<file path="src/rtl/osc_pkg.sv">
// Shared constants for the oscilloscope decimator slice.
package osc_pkg;
  localparam int DW_DEF   = 16;
  localparam int DECW_DEF = 17;
  localparam int SHIFT_W  = 5;
  // Saturation limits for the default sample width
  localparam logic [DW_DEF-1:0] SAT_MAX_DEF = 16'h7FFF;
  localparam logic [DW_DEF-1:0] SAT_MIN_DEF = 16'h8000;
endpackage

</file>
<file path="src/rtl/osc_sat_shift.sv">
// Arithmetic right shift of a wide signed value followed by clamp to OW-bit signed range.
module osc_sat_shift
  import osc_pkg::*;
#(
  parameter int IW = 33,
  parameter int OW = 16
) (
  input  logic signed [IW-1:0]      din,
  input  logic        [SHIFT_W-1:0] shamt,
  output logic        [OW-1:0]      dout
);
  logic signed [IW-1:0] shr;
  logic        [IW-OW:0] hi;
  logic                  ovf;

  assign shr = din >>> shamt;
  // Result fits only if every bit from the OW-1 sign position upward agrees
  assign hi  = shr[IW-1:OW-1];
  assign ovf = ~((&hi) | ~(|hi));
  assign dout = ovf ? {shr[IW-1], {(OW-1){~shr[IW-1]}}} : shr[OW-1:0];
endmodule

</file>
<file path="src/rtl/osc_decimator.sv">
// AXI-Stream decimator: one output per block of N input beats, either the last sample
// or the saturated, shifted block sum. Any config change restarts the block.
module osc_decimator
  import osc_pkg::*;
#(
  parameter int DW   = DW_DEF,
  parameter int DECW = DECW_DEF
) (
  input  logic               clk,
  input  logic               rst_n,
  input  logic [DW-1:0]      s_axis_tdata,
  input  logic               s_axis_tvalid,
  output logic               s_axis_tready,
  output logic [DW-1:0]      m_axis_tdata,
  output logic               m_axis_tvalid,
  input  logic               m_axis_tready,
  input  logic [DECW-1:0]    cfg_dec,
  input  logic [SHIFT_W-1:0] cfg_shift,
  input  logic               cfg_avg,
  output logic [DECW-1:0]    sts_blk_cnt
);
  localparam int AW = DW + DECW;

  logic [DECW-1:0]      dec_q;
  logic [SHIFT_W-1:0]   shift_q;
  logic                 avg_q;
  logic [DECW-1:0]      cnt;
  logic [DECW-1:0]      cnt_last;
  logic signed [AW-1:0] acc;
  logic signed [AW-1:0] acc_nxt;
  logic [DW-1:0]        avg_dout;
  logic                 accept;
  logic                 cfg_chg;
  logic                 blk_end;
  logic                 out_taken;

  assign s_axis_tready = ~m_axis_tvalid | m_axis_tready;
  assign accept        = s_axis_tvalid & s_axis_tready;
  assign out_taken     = m_axis_tvalid & m_axis_tready;
  assign cfg_chg       = (cfg_dec != dec_q) | (cfg_shift != shift_q) | (cfg_avg != avg_q);
  // A factor of 0 behaves as 1, so the last index is 0 either way
  assign cnt_last      = (dec_q == '0) ? '0 : dec_q - DECW'(1);
  assign blk_end       = accept & ~cfg_chg & (cnt == cnt_last);
  assign acc_nxt       = acc + {{DECW{s_axis_tdata[DW-1]}}, s_axis_tdata};
  assign sts_blk_cnt   = cnt;

  osc_sat_shift #(.IW(AW), .OW(DW)) u_sat (
    .din   (acc_nxt),
    .shamt (shift_q),
    .dout  (avg_dout)
  );

  always_ff @(posedge clk) begin
    if (!rst_n) begin
      dec_q         <= cfg_dec;
      shift_q       <= cfg_shift;
      avg_q         <= cfg_avg;
      cnt           <= '0;
      acc           <= '0;
      m_axis_tdata  <= '0;
      m_axis_tvalid <= 1'b0;
    end else if (cfg_chg) begin
      // Restart the block; the input beat is dropped but a pending output survives
      dec_q   <= cfg_dec;
      shift_q <= cfg_shift;
      avg_q   <= cfg_avg;
      cnt     <= '0;
      acc     <= '0;
      if (out_taken) m_axis_tvalid <= 1'b0;
    end else begin
      if (accept) begin
        if (blk_end) begin
          cnt <= '0;
          acc <= '0;
        end else begin
          cnt <= cnt + DECW'(1);
          acc <= acc_nxt;
        end
      end
      if (blk_end) begin
        m_axis_tdata  <= avg_q ? avg_dout : s_axis_tdata;
        m_axis_tvalid <= 1'b1;
      end else if (out_taken) begin
        m_axis_tvalid <= 1'b0;
      end
    end
  end
endmodule
</file>
<file path="config.mk">
export PLATFORM = sky130hd
export DESIGN_NAME = osc_decimator
export DESIGN_NICKNAME = d
export VERILOG_FILES = /design/src/rtl/osc_pkg.sv /design/src/rtl/osc_sat_shift.sv /design/src/rtl/osc_decimator.sv
export SDC_FILE = /design/constraint.sdc
export NUM_CORES = 1
export LEC_CHECK = 0
export CAP_MARGIN = 20
export CORE_MARGIN = 3
export CORE_UTILIZATION = 45
export CTS_CLUSTER_DIAMETER = 50
export CTS_CLUSTER_SIZE = 10
export DETAILED_ROUTE_END_ITERATION = 6
export GPL_TIMING_DRIVEN = 0
export PLACE_DENSITY = 0.67
export REMOVE_ABC_BUFFERS = 1
export SKIP_LAST_GASP = 1
export SLEW_MARGIN = 0
export SYNTH_ARGS = -nofsm -noshare
export SYNTH_HDL_FRONTEND = slang
export SYNTH_SLANG_ARGS = --single-unit
</file>
<file path="constraint.sdc">
create_clock -name clk -period 5.3 [get_ports clk]
set_input_delay 1.59 -clock clk [delete_from_list [all_inputs] [get_ports clk]]
set_output_delay 1.59 -clock clk [all_outputs]
set_load 0.05 [all_outputs]
</file>
==> impl_metrics.tcl <==
set metrics [dict create \
    syn_to_final_growth_pct 39.4 \
    layout_common_cells "nor2_1 (143), buf_4 (106), nand2_1 (98)" \
    synthArstFlopShare_pct 0 \
    syn_area_sq_um 9220 \
    wl_per_cell_microns 21.5 \
    insertion_delay_ps 370 \
    syn_area_per_cell_sq_um 7.58 \
    synth-edff-count 23 \
    fin_tns_setup_ps -2890 \
    worst_slack_ps -293 \
    nNetsFinal 1421 \
    cts_tree "built" \
    setup_viol 15 \
    status "finished with violations" \
    synth_top_area_share_pct 14.5 \
    synth.ff_latch_count 90 \
    synthTopCellsByArea "dfxtp_1 (15%), edfxtp_1 (7.5%), nor2_1 (6.2%), a21oi_1 (5.6%), xor2_1 (4.7%)" \
    first_pass_iters 7 \
    clk_pin_slew_worst_paths_ps 80 \
    gr-total-overflow 0 \
    finalWirelength_microns 34700 \
    violations "design-rule violations, negative setup slack" \
    fin_worst_skew_ps 15.2 \
    num_rows 51 \
    yosysTopAreaCell "dfxtp_1" \
    regToRegStartpoint "shift_q[1]$_DFFE_PP_" \
    drc 5 \
    fmax_mhz 179 \
    slew_violations 0 \
    critPathKind "input pin to flip-flop" \
    drive_above_1_share_pct 27.7 \
    clockRootBuffer "clkbuf_16" \
    period_needed_ps 5590 \
    dieArea_sq_um 22300 \
    cp-end-kind "flip-flop" \
    io-pin-count 78 \
    antenna_left 0 \
    crit_start "s_axis_tdata[15]" \
    arrival_ps 5840 \
    viasPerCell 6.70 \
    drv_cap 0 \
    num_vias 10800 \
    vdd_drop_max_uv 162 \
    initial_core_util_pct 46.6 \
    leakagePower_nw 4.55 \
    port_buffers 77 \
    drt_iter0_markers 1265 \
    clkSinkCount 90 \
    die_y_microns 149 \
    worstMarginPinSlew_ps 1160 \
    min_from "m_axis_tdata[9]$_SDFFE_PN0P_" \
    final_common_cell "nor2_1" \
    synth_cell_types 94 \
    critPathLaunchType "input pin" \
    numCtsBuffers 9 \
    rsz0062_at_grt "yes" \
    hold_viol_final 0 \
    max-clock-path-buffers 2 \
    cp_max_fo 18 \
    p_per_area_nw_per_um2 162 \
    power_mw 2.08 \
    finalWeightedCongestion 0.955 \
    yosys_warnings 0 \
    hpwl_microns 23300 \
    ys_seq_area_share_pct 22.0 \
    core_sq_um 19800 \
    grt_usage_pct 29.5 \
    die-width_microns 149 \
    synth_cells 1217 \
    slew_headroom_pct 22.6 \
    ys_dominant_reg_cell "dfxtp_1" \
    antenna_found_initial 0 \
    finalCritPeriodShare_pct 106 \
    grt_max_degree 39 \
    dp_worst_setup_slack_ps -2600 \
    num_antenna_cells 0 \
    grt_pass1_wl_microns 52900 \
    grt_pass1_vias 9829 \
    hold_path.class "flip-flop to flip-flop" \
    cts_max_level 3 \
    crit_required_ps 5550 \
]
state kept, by name (all words and copies together) (netlist names):
register,count
acc,33
avg_q,1
dec_q,17
m_axis_tdata,16
m_axis_tvalid,1
shift_q,5
sts_blk_cnt,17
final cells by class:
| cell class | instances | area (sq um) |
|---|---|---|
| multi-input combinational | 1018 | 8240 |
| fill | 1563 | 6920 |
| sequential | 90 | 2030 |
| timing repair buffer | 198 | 1850 |
| tap | 265 | 332 |
| clock buffer | 9 | 225 |
| inverter | 25 | 97.6 |
| clock inverter | 7 | 85.1 |
| timing repair inverter | 1 | 5.00 |
path summary, 6_finish.rpt:
kind / end / slack [ps] / depth (start not counted)
worst max register to register: m_axis_tdata[6]$_SDFFE_PN0P_ / -50 / 12
worst min-delay path: m_axis_tdata[9]$_SDFFE_PN0P_ / 450 / 2
worst max-delay path: m_axis_tdata[6]$_SDFFE_PN0P_ / -290 / 19
worst min register to register: m_axis_tdata[9]$_SDFFE_PN0P_ / 450 / 2
kinds of logic after synthesis:
family,after synthesis,synth area share [%]
and+or+nand+nor,474,25.2
AOI/OAI and AO/OA,387,30.1
buffers and inverters,110,5.44
DFF,90,22.0
xor gates and xnor gates,87,8.26
adders and majority gates,35,4.83
muxes,34,4.16
power by group:
part	leakage (nW)	switching (mW)	total (mW)	internal, mW
clock	0.150	0.331	0.706	0.375
sequential	0.783	0.0287	0.741	0.713
combinational	3.61	0.360	0.634	0.274
synth_stat cells (19+ instances only):
cell and number:
a211oi_1 26, a21oi_1 104, a31oi_1 19, and3_1 23, clkbuf_1 54, dfxtp_1 67, edfxtp_1 23, ha_1 34
inv_1 22, mux2i_1 26, nand2_1 108, nand3_1 36, nand4_1 23, nor2_1 152, nor3_1 52, o211ai_1 30
o21a_1 20, o21ai_0 27, xnor2_1 38, xor2_1 49
repair_timing:
item,4_1_cts,5_1_grt
cloned,1,1
hold buffers,0,0
setup buffers,65,44
endpoints found under the setup margin,33,15
resized for setup,257,78
pin swaps,82,80
metal layers:
| layer | vias to the layer above | part of all wire (%) | routed length [microns] | global-route usage [%] |
|---|---|---|---|---|
| li1 | 4853 | - | - | - |
| met1 | 5151 | 41 | 14300 | 40.3 |
| met2 | 664 | 46 | 15800 | 46.7 |
| met3 | 139 | 9.3 | 3240 | 5.38 |
| met4 | 0 | 4.0 | 1370 | 10.5 |
| met5 | - | 0 | 0 | 0 |
worst max-delay path, cell delays in order:
cell and delay [ps]:
buf_16 160, ha_4 340, nand4_1 140, buf_6 170, nor4_4 310, buf_4 170
nand3_4 120, a31oi_4 250, or3_4 200, a311oi_1 120, nor4_1 440, o211ai_1 290
inv_1 110, nand4_1 100, or4_4 520, o221a_4 340, buf_4 160, a211oi_4 200
o31ai_1 90
per-stage QoR:
step           hold WS [ps]  util [%]  instance area (sq um)  cells
4_1_cts                 457      61.3                  12100   1565
3_3_place_gp            436      50.1                   9920   1474
3_5_place_dp            441      51.2                  10100   1483
2_1_floorplan           457         -                   8820   1132
6_report                454      65.0                  12900   1613
5_1_grt                 469      65.0                  12900   1613
Note: power is estimated with default switching activity, not from simulation.
